**config.mk**
```make
export PLATFORM = sky130hd
export DESIGN_NAME = rest4b_serial
export DESIGN_NICKNAME = d
export VERILOG_FILES = /design/src/rtl/rest4b_serial.sv
export SDC_FILE = /design/constraint.sdc
export NUM_CORES = 1
export LEC_CHECK = 0
export CORE_MARGIN = 2
export CORE_UTILIZATION = 50
export CTS_CLUSTER_SIZE = 28
export DETAILED_ROUTE_END_ITERATION = 16
export PLACE_DENSITY_LB_ADDON = 0.12
export SETUP_SLACK_MARGIN = 0.3
export SLEW_MARGIN = 20
export SYNTH_ARGS = -nofsm -noshare
export SYNTH_HDL_FRONTEND = slang
export SYNTH_SLANG_ARGS = --single-unit
export TNS_END_PERCENT = 5
```
**constraint.sdc**
```tcl
create_clock -name clk -period 1.7 [get_ports clk]
set_input_delay 0.17 -clock clk [delete_from_list [all_inputs] [get_ports clk]]
set_output_delay 0.17 -clock clk [all_outputs]
set_load 0.005 [all_outputs]
```
**src/rtl/rest4b_serial.sv**
```systemverilog
// rest4b_serial: bit-serial 4-bit subtractor (LSB first) with a registered
// borrow, followed by a two's-complement to sign+magnitude conversion.
// Started by init in IDLE; signals completion with a one-cycle done pulse.
module rest4b_serial (
  input  logic       clk,
  input  logic       rst,
  input  logic       init,
  input  logic [3:0] xi,
  input  logic [3:0] yi,
  output logic [3:0] zi,
  output logic       sign,
  output logic       done
);

  localparam logic [1:0] IDLE = 2'd0;
  localparam logic [1:0] SUB  = 2'd1;
  localparam logic [1:0] FIX  = 2'd2;

  logic [1:0] state_q, state_d;
  logic [3:0] a_q, a_d;
  logic [3:0] b_q, b_d;
  logic [3:0] r_q, r_d;
  logic       bw_q, bw_d;
  logic [1:0] cnt_q, cnt_d;
  logic [3:0] zi_q, zi_d;
  logic       sign_q, sign_d;
  logic       done_q, done_d;

  // One full-subtractor slice on the current LSBs of the operand shifters.
  logic diff_bit;
  logic borrow_nxt;

  // Full-subtractor cell for the bit currently at position 0.
  always_comb begin
    diff_bit   = a_q[0] ^ b_q[0] ^ bw_q;
    borrow_nxt = (~a_q[0] & b_q[0]) | (~(a_q[0] ^ b_q[0]) & bw_q);
  end

  // Next-state and datapath control for IDLE -> SUB (x4) -> FIX.
  always_comb begin
    state_d = state_q;
    a_d     = a_q;
    b_d     = b_q;
    r_d     = r_q;
    bw_d    = bw_q;
    cnt_d   = cnt_q;
    zi_d    = zi_q;
    sign_d  = sign_q;
    done_d  = 1'b0;
    case (state_q)
      IDLE: begin
        if (init) begin
          // Capture operands; later changes on xi/yi are ignored.
          a_d     = xi;
          b_d     = yi;
          bw_d    = 1'b0;
          r_d     = 4'b0000;
          cnt_d   = 2'd0;
          state_d = SUB;
        end else begin
          state_d = IDLE;
        end
      end
      SUB: begin
        bw_d  = borrow_nxt;
        a_d   = {1'b0, a_q[3:1]};
        b_d   = {1'b0, b_q[3:1]};
        r_d   = {diff_bit, r_q[3:1]};
        cnt_d = cnt_q + 2'd1;
        if (cnt_q == 2'd3) begin
          state_d = FIX;
        end else begin
          state_d = SUB;
        end
      end
      FIX: begin
        // A final borrow means the raw modulo-16 result is negative.
        if (bw_q) begin
          zi_d   = ~r_q + 4'd1;
          sign_d = 1'b1;
        end else begin
          zi_d   = r_q;
          sign_d = 1'b0;
        end
        done_d  = 1'b1;
        state_d = IDLE;
      end
      default: begin
        state_d = IDLE;
      end
    endcase
  end

  // State and datapath registers; reset wins at every edge.
  always_ff @(posedge clk) begin
    if (rst) begin
      state_q <= IDLE;
      a_q     <= 4'b0000;
      b_q     <= 4'b0000;
      r_q     <= 4'b0000;
      bw_q    <= 1'b0;
      cnt_q   <= 2'd0;
      zi_q    <= 4'b0000;
      sign_q  <= 1'b0;
      done_q  <= 1'b0;
    end else begin
      state_q <= state_d;
      a_q     <= a_d;
      b_q     <= b_d;
      r_q     <= r_d;
      bw_q    <= bw_d;
      cnt_q   <= cnt_d;
      zi_q    <= zi_d;
      sign_q  <= sign_d;
      done_q  <= done_d;
    end
  end

  assign zi   = zi_q;
  assign sign = sign_q;
  assign done = done_q;

endmodule

```
# Yosys cells after proc, flatten, opt, wreduce, memory -nomap -nowiden
# Index checks and enable logic that the tools add are counted.
# Widths: inputs -> output; s select.
# word_totals
wordCells	42
inputBits	11
out_inout_bits	6
ff_bits	23
# op_classes
n_reduce_logical	3
n_eq_ne	4
n_mux	16
add_sub_neg	2
bitwise	8
# op_table
cell	count
$pmux 4 s2	3
$mux 4	4
$pmux 2 s2	2
$add 4x1->4 const B	1
$eq 2x2->1 const B	2
$mux 1	4
$mux 2	2
$not 4->4	1
$add 2x1->2 const B	1
$and 1x1->1	2
$eq 2x1->1 const B	1
$logic_not 2->1	1
$ne 2x2->1 const B	1
$not 1->1	2
$pmux 1 s2	1
$reduce_and 2->1	1
$reduce_bool 2->1	1
$xor 1x1->1	2
$or 1x1->1	1

# Longest topological paths before layout
# Gate-level depths: netlist of the first run.
# depth
word_depth	5
mapped_depth	5
ltp_nobuf	5

# Worst setup path after synthesis of the first run
# OpenSTA, ideal clock, no wires.
# synth_timing
path_kind	register to register
from	register a_q[0]
to	register r_q[3]
setup_ns	0.128
n_path_buf	0
arrival_ns	1.065
path_stages_with_launch	5
setup_slack_ns	0.508
path_cell_list	dfxtp_1 -> inv_1 -> fa_1 -> a2bb2oi_1 -> nor2_1
# synth_via
elab_chain_cells	3
# synth_lines
element	line	source
start, declared	20	logic [3:0] a_q, a_d;
start signal, assigned	98	a_q <= 4'b0000;
start signal, assigned	108	a_q <= a_d;
$xor 1x1->1 (2 in series)	35	diff_bit = a_q[0] ^ b_q[0] ^ bw_q;
$pmux 4 s2	50	case (state_q)
end signal, assigned	110	r_q <= r_d;
end, declared	22	logic [3:0] r_q, r_d;
# Every way passes these cells.
# A chain may end at the register's enable or synchronous reset.

# Final worst setup path of the first run
# layout_timing
from	register sign_q (netlist: sign)
to	output port sign
# layout_rtl
element	line	source
start, declared	26	logic sign_q, sign_d;
start signal, assigned	114	sign_q <= sign_d;
end, declared	11	output logic sign,
# No word-level cell between the ends.

==> results by group, run 1 <==
STA
  • Worst slew pin tran: 0.360 ns
  • Skew final: 0.00146 ns
  • Setup TNS: 0 ns
  • Fmax: 751 MHz
  • Final worst slack: 0.369 ns
  • RSZ-0062 raised after global routing: no
  • Final Cycle Share: 78.3%
  • Endpoints failing setup: 0
  • Final Critical Period: around 1.3 ns
  • Max-slew violation count: 0
  • Rel. slew slack: 76.0%
  • Final hold violation count: 0

Setup path
  • Critical path buffers and inverters: 1
  • Reg-to-reg critical path startpoint: a_q[0]
  • Worst path slowest cell: clkdlybuf4s50_1
  • CP Launch Point: sign
  • R2r setup slk: 0.38 ns
  • RR Endpoint: r_q[3]
  • Crit path to: sign
  • Worst Path Required: about 1.5 ns
  • Slowest stage delay, CP: ~0.5 ns
  • Crit-path max FO: 2
  • Crit. path cell count: 1
  • Critical Path End Type: output port
  • Critical path cell sequence: clkdlybuf4s50_1
  • Delay-heaviest family, CP: buffers and inverters
  • Startpoint types: register
  • Reg2Reg Depth: 4
  • CP arrival: 1.16 ns
  • Crit Path Category: register to output port

Detailed routing
  • 1st-pass router iterations: 4
  • Drt wl/cell: around 12 um
  • Vias per cell: 5.14
  • Final routed DRC violation total: 0
  • Via count: 740
  • DR iter-0 viols: 11
  • Routed Antenna Nets: 0
  • Routed wire length: around 1.7 mm

Die
  • Std-Cell Rows: 15
  • CORE AREA: between 1500 and 2000 um^2
  • Chip height: slightly below 50 um
  • I/O Pins: 17
  • Initial Util: 54.6%
  • Die width: 48.1 um
  • Die outline area: 2320 um^2

CTS
  • Clk root buf: clkbuf_4
  • CTS sink cnt: 23
  • Clk pin slew, worst setup/hold paths: between 0.1 and 0.15 ns
  • Number of hold buffers added after CTS: 0
  • Clock buffer depth: 2
  • CTS tree: yes
  • Postcts setup bufs: 0
  • # H-tree levels: 1
  • CTS-repair resized insts: 0
  • Clock Latency Late Sink: 0.31 ns
  • CTS Buf Count: 3

Cells and area
  • Nets@finish: around 130
  • Area Growth Syn to Fin: 18.6%
  • Final Core Density: between 60% and 70%
  • Sequential Area: 460 um^2
  • Multi-input gate area: roughly 450 um^2
  • Layout cells sized above 1: under 10%
  • Diodes inserted: 0
  • Fillers: about 160

Synthesis
  • Cell taking the most area after synthesis: dfxtp_1
  • Synth Warn #: 0
  • Synth Instances: between 100 and 150
  • #FFs+latches synth: 23
  • Synth top area cells: dfxtp_1, nor2_1, a22oi_1
  • Top-area cell type share of the netlist area: around 47%
  • Syn Nets: between 100 and 150
  • Avg Cell Area, Syn: roughly 9.4 um^2
  • Mapped Area: between 900 and 1000 um^2
  • Unique cell type count in the Yosys netlist: 24
  • Post-synthesis sequential area ratio: between 40% and 50%

Global routing
  • Pin count of the biggest net entering global routing: 24
  • GRT Total Usage: 17.0%
  • First-pass GRT wire length: between 2 and 3 mm
  • Antenna violations before repair: 0
  • Vias in the first global route: 621
  • Grt ovf: 0

Worst hold path
  • Hold depth: 3
  • Worst Hold Class: primary input to register

Placed design
  • Gp weighted congestion: ~0.75
  • Number of buffers added on ports: 16
  • Final HPWL DP: 1.20 mm
  • Pre-CTS setup slack: 0.291 ns

Pwr
  • Leakage: roughly 0.42 nW
  • PD cells: approximately 810 nW/um^2
  • Maximum VDD drop: a little under 0.5 mV

Flow run
  • Max Cap Violations: 0

Outcome
  • Status: complete, no violations
-- worst reg2reg max path: stages, from the launching register on --
cell,delay [ns]
dfxtp_1,0.36
inv_1,0.06
fa_1,0.56
a2bb2oi_1,0.19
nor2_1,0.05
-- layout make-up --
type,instances,area share [%]
flip-flops and latches,23,39.9
inverters,4,1.30
repair buffers,18,15.2
well taps,25,2.71
clock buffers,4,2.28
multi-input cells,70,38.7
-- power breakdown --
| part | leakage (nW) | internal (mW) | switching (mW) |
|---|---|---|---|
| registers | 0.188 | 0.562 | 0.0176 |
| logic | 0.220 | 0.0551 | 0.0544 |
| clock network | 0.0150 | 0.0916 | 0.158 |
| total | 0.422 | 0.709 | 0.230 |
-- Yosys cell counts (all sizes together) --
| cell type | number |
|---|---|
| a211oi | 4 |
| a22oi | 7 |
| a2bb2oi | 1 |
| a311oi | 6 |
| and2b | 1 |
| buf | 5 |
| clkbuf | 2 |
| dfxtp | 23 |
| fa | 1 |
| ha | 2 |
| inv | 4 |
| mux2i | 4 |
| nand2 | 12 |
| nand2b | 1 |
| nor2 | 20 |
| nor2b | 3 |
| nor3 | 2 |
| nor3b | 1 |
| o21ba | 1 |
| o21bai | 1 |
| o31ai | 1 |
| xnor2 | 1 |
| xor2 | 1 |
-- per-stage QoR --
step / instances / hold WS (ns) / power (mW) / cell area [um^2]
after global routing: 144 / 0.414 / 0.983 / 1150
final: 144 / 0.429 / 0.939 / 1150
after detailed placement: 140 / 0.467 / 0.701 / 1130
after CTS: 144 / 0.425 / 0.946 / 1150
after floorplan: 104 / 0.242 / 0.666 / 973
after global placement: 140 / 0.462 / 0.696 / 1130
-- state kept, by name (all words and copies together) (netlist names) --
name and count:
a_q 4, b_q 4, bw_q 1, cnt_q 2, done 1, r_q 4, sign 1, state_q 2
zi 4
-- how the worst min path moves through the flow --
| stage | from | end |
|---|---|---|
| detailed placement | cnt_q[0] | cnt_q[0] |
| global placement | b_q[2] | b_q[1] |
| finish | xi[0] | a_q[0] |
| floorplan | rst | done |
| CTS | yi[2] | b_q[2] |
| global route | yi[2] | b_q[2] |
-- routing by layer --
metal  track usage [%]  wire length, um  up-vias
met4              6.49               24        0
met3              4.44               68        2
met1              22.9              849      332
li1                  -                -      393
met2              26.1              734       13
met5                 0                0        -
-- layout by cell type, fill, tap and decap left out --
cell,Yosys,layout
a211oi_1,4,4
inv_1,4,4
clkdlybuf4s50_1,0,16
fa_1,1,1
o21ba_2,1,1
and2b_2,1,1
nand2b_1,1,1
nand2_1,12,12
mux2i_1,4,4
xor2_1,1,1
a311oi_1,6,6
a2bb2oi_1,1,1
clkbuf_4,0,3
nor2b_1,3,3
dfxtp_1,23,23
clkbuf_1,2,1
a22oi_1,7,7
xnor2_1,1,1
ha_1,2,2
nor2_1,20,20
o31ai_1,1,1
o21bai_2,1,1
buf_4,0,2
nor3_1,2,2
nor3b_1,1,1
-- cell families (layout without fill, tap and decap cells) --
family | count (synthesis) | in the layout | share of synthesized area, %
simple gates | 40 | 40 | 17.6
flops | 23 | 23 | 47.3
compound gates | 21 | 21 | 17.7
buf+inv | 11 | 26 | 6.81
mux | 4 | 4 | 4.11
fa+ha+maj | 3 | 3 | 4.63
xor+xnor | 2 | 2 | 1.80
Note: power is estimated with default switching activity, not from simulation.
==> run 2, diff against run 1 <==
--- a/config.mk
+++ b/config.mk
@@ -6,7 +6,7 @@
 export NUM_CORES = 1
 export LEC_CHECK = 0
 export CORE_MARGIN = 2
-export CORE_UTILIZATION = 50
+export CORE_UTILIZATION = 45
 export CTS_CLUSTER_SIZE = 28
 export DETAILED_ROUTE_END_ITERATION = 16
 export PLACE_DENSITY_LB_ADDON = 0.12
==> constraint.sdc (replaced) <==
create_clock -name clk -period 1.2 [get_ports clk]
set_input_delay 0.12 -clock clk [delete_from_list [all_inputs] [get_ports clk]]
set_output_delay 0.12 -clock clk [all_outputs]
set_load 0.005 [all_outputs]
==> run 2 against run 1 <==
- the run now ends with setup timing left
- clock skew is 0.0024 ns higher
- flip-flop and latch count stayed put
- core utilization is 2.6 points higher
- critical path depth is 2 higher
- sequential power is 42% higher
- via count is 8.4% higher
- routed wire length is 18% higher
- die area is 10% higher
- worst hold slack worse by 0.063 ns
==> results by group, run 2 (same netlist as run 1, synthesis figures left out) <==
Pwr
  • Clock power share: 25.7% (-0.9 points)
  • Maximum VDD drop: 0.823 mV (+69%)
  • Leakage: 0.501 nW (+19%)
  • PD cells: 1040 nW/um^2 (+27%)
  • Sequential fraction of design power: 58.8% (-2.9 points)
  • Switching power: 0.360 mW (+56%)
  • Sw frac: 25.7% (+1.2 points)
  • Internal power: 1.04 mW (+46%)
  • Combinational fraction of design power: 15.6% (+3.9 points)

Global routing
  • GRT met2 Usage: 26.8% (+0.62 points)
  • Grt met1 use: 21.8% (-1.1 points)
  • Grt ovf: 0 (unchanged)
  • Pin count of the biggest net entering global routing: 24 (unchanged)
  • Grt peak-use layer: met2
  • Vias in the first global route: 732 (+18%)
  • Antenna violations before repair: 0 (unchanged)
  • GRT met3 Usage: 4.17% (-0.28 points)
  • GRT Total Usage: 16.6% (-0.40 points)
  • First-pass GRT wire length: 3.20 mm (+19%)

CTS
  • Number of hold buffers added after CTS: 0 (unchanged)
  • CTS tree: yes
  • Clock buffer depth: 2 (unchanged)
  • Clk pin slew, worst setup/hold paths: 0.13 ns (about the same)
  • Clk root buf: clkbuf_4
  • CTS Buf Count: 3 (unchanged)
  • # H-tree levels: 1 (unchanged)
  • CTS sink cnt: 23 (unchanged)
  • Clock Latency Late Sink: 0.31 ns (about the same)

Die
  • I/O Pins: 17 (unchanged)
  • CORE AREA: 2000 um^2 (+12%)
  • Std-Cell Rows: 16 (+1)
  • Initial Util: 48.6% (-6.0 points)
  • Die width: 50.5 um (+5.0%)
  • Die outline area: 2550 um^2 (+10%)
  • Chip height: 50.5 um (+5.0%)

Cells and area
  • Layout cells sized above 1: 41.7% (+35 points)
  • Final Core Density: 67.4% (+2.6 points)
  • Sequential Area: 488 um^2 (+6.0%)
  • Most common cell after layout, fill and taps aside: nor2_1
  • Nets@finish: 142 (+6.0%)
  • Area Growth Syn to Fin: 38.6%
  • Multi-input gate area: 543 um^2 (+22%)
  • Fillers: 162 (+1.9%)
  • Diodes inserted: 0 (unchanged)
  • Commonest non-fill, non-tap cells in the layout: nor2_1, nand2_1, dfxtp_2, clkdlybuf4s50_1, dfxtp_1

Placed design
  • Final HPWL DP: 1.22 mm (+2.5%)
  • Number of buffers added on ports: 16 (unchanged)
  • Gp weighted congestion: 0.741 (-1.3%)
  • Pre-CTS setup slack: -0.183 ns (-0.473 ns)

Detailed routing
  • Via count: 802 (+8.4%)
  • Routed wire length: 1.98 mm (+18%)
  • 1st-pass router iterations: 4 (unchanged)
  • Final routed DRC violation total: 0 (unchanged)
  • DR iter-0 viols: 6 (-5)
  • Drt wl/cell: 12.8 um (+10%)
  • Vias per cell: 5.21 (+1.3%)
  • Routed Antenna Nets: 0 (unchanged)

Setup path
  • Delay-heaviest family, CP: adder cells
  • Crit Path Category: register to register
  • Crit-path max FO: 2 (unchanged)
  • R2r setup slk: -0.02 ns (-0.40 ns)
  • Reg2Reg Depth: 3 (-1)
  • Critical path buffers and inverters: 0 (-1)
  • Worst Path Required: 1.42 ns (-0.11 ns)
  • Startpoint types: register
  • Reg-to-reg critical path startpoint: b_q[0]
  • Critical Path End Type: register
  • RR Endpoint: r_q[3]
  • CP arrival: 1.44 ns (+0.28 ns)
  • Slowest stage delay, CP: 0.55 ns (+0.05 ns)
  • Critical path cell sequence: fa_1 > a2bb2oi_1 > nor2_1
  • Worst path slowest cell: fa_1
  • Crit. path cell count: 3 (+2)

STA
  • Final worst slack: -0.0156 ns (-0.384 ns)
  • Final Cycle Share: 101%
  • Endpoints failing setup: 1 (+1)
  • Final hold violation count: 0 (unchanged)
  • Fmax: slightly above 800 MHz
  • Worst slew pin tran: 0.272 ns (-0.0882 ns)
  • Setup TNS: -0.0156 ns (-0.0156 ns)
  • Max-slew violation count: 0 (unchanged)
  • RSZ-0062 raised after global routing: yes
  • Rel. slew slack: 81.8% (+5.9 points)
  • Skew final: 0.00383 ns (+0.00237 ns)
  • Final Critical Period: approximately 1.2 ns

Worst hold path
  • Hold depth: 3 (unchanged)
  • Hold endpoint: a_q[0]
  • Hold Path Origin: xi[0]
  • Worst Hold Class: primary input to register

Flow run
  • Max Cap Violations: 0 (unchanged)

Outcome
  • Failing checks: setup timing
  • Status: finished with violations
run 2: final cells by class:
type / count / share of cell area (%)
tap: 27 / 2.50
timing repair buffer: 26 / 17.9
clock buffer: 3 / 1.67
sequential: 23 / 36.2
clock inverter: 1 / 0.371
inverter: 4 / 1.11
multi-input combinational: 70 / 40.3
run 2: power by group through the flow:
stage	logic [mW]	clock network, mW	registers (mW)
detailed placement	0.172	0	0.837
global placement	0.170	0	0.836
CTS	0.193	0.373	0.822
floorplan	0.115	0	0.830
global route	0.236	0.396	0.826
finish	0.217	0.359	0.821
run 2: how the worst max path moves through the flow:
stage	from	endpoint
final	b_q[0]	r_q[3]
after global placement	init	a_q[1]
after CTS	b_q[0]	r_q[3]
after floorplan	a_q[0]	r_q[3]
after global routing	b_q[0]	r_q[3]
after detailed placement	init	a_q[1]
run 2: per-stage QoR:
step                      std cells  hold WS (ns)  total power, mW  area, um^2
after floorplan                 104         0.192            0.945         975
after global placement          146         0.462             1.01        1170
after detailed placement        146         0.469             1.01        1170
after CTS                       151         0.361             1.39        1260
after global routing            154         0.381             1.46        1350
final                           154         0.366             1.40        1350
run 2: metal layers:
layer	routed length, um	share of wire (%)
met1	914	46
met2	935	47
met3	93	4.7
met4	34	1.7
met5	0	0
run 2: what timing repair did:
action / CTS / global route
endpoints found under the setup margin: 29 / 28
pin swaps: 20 / 9
buffers inserted: 1 / 3
resized for setup: 49 / 14
run 2: tightest hold or removal path: cells and delay by family:
kind,cells,cell delay (ns)
and+or+nand+nor,1,0.06
AOI/OAI and AO/OA,1,0.08
buffers and inverters,1,0.40
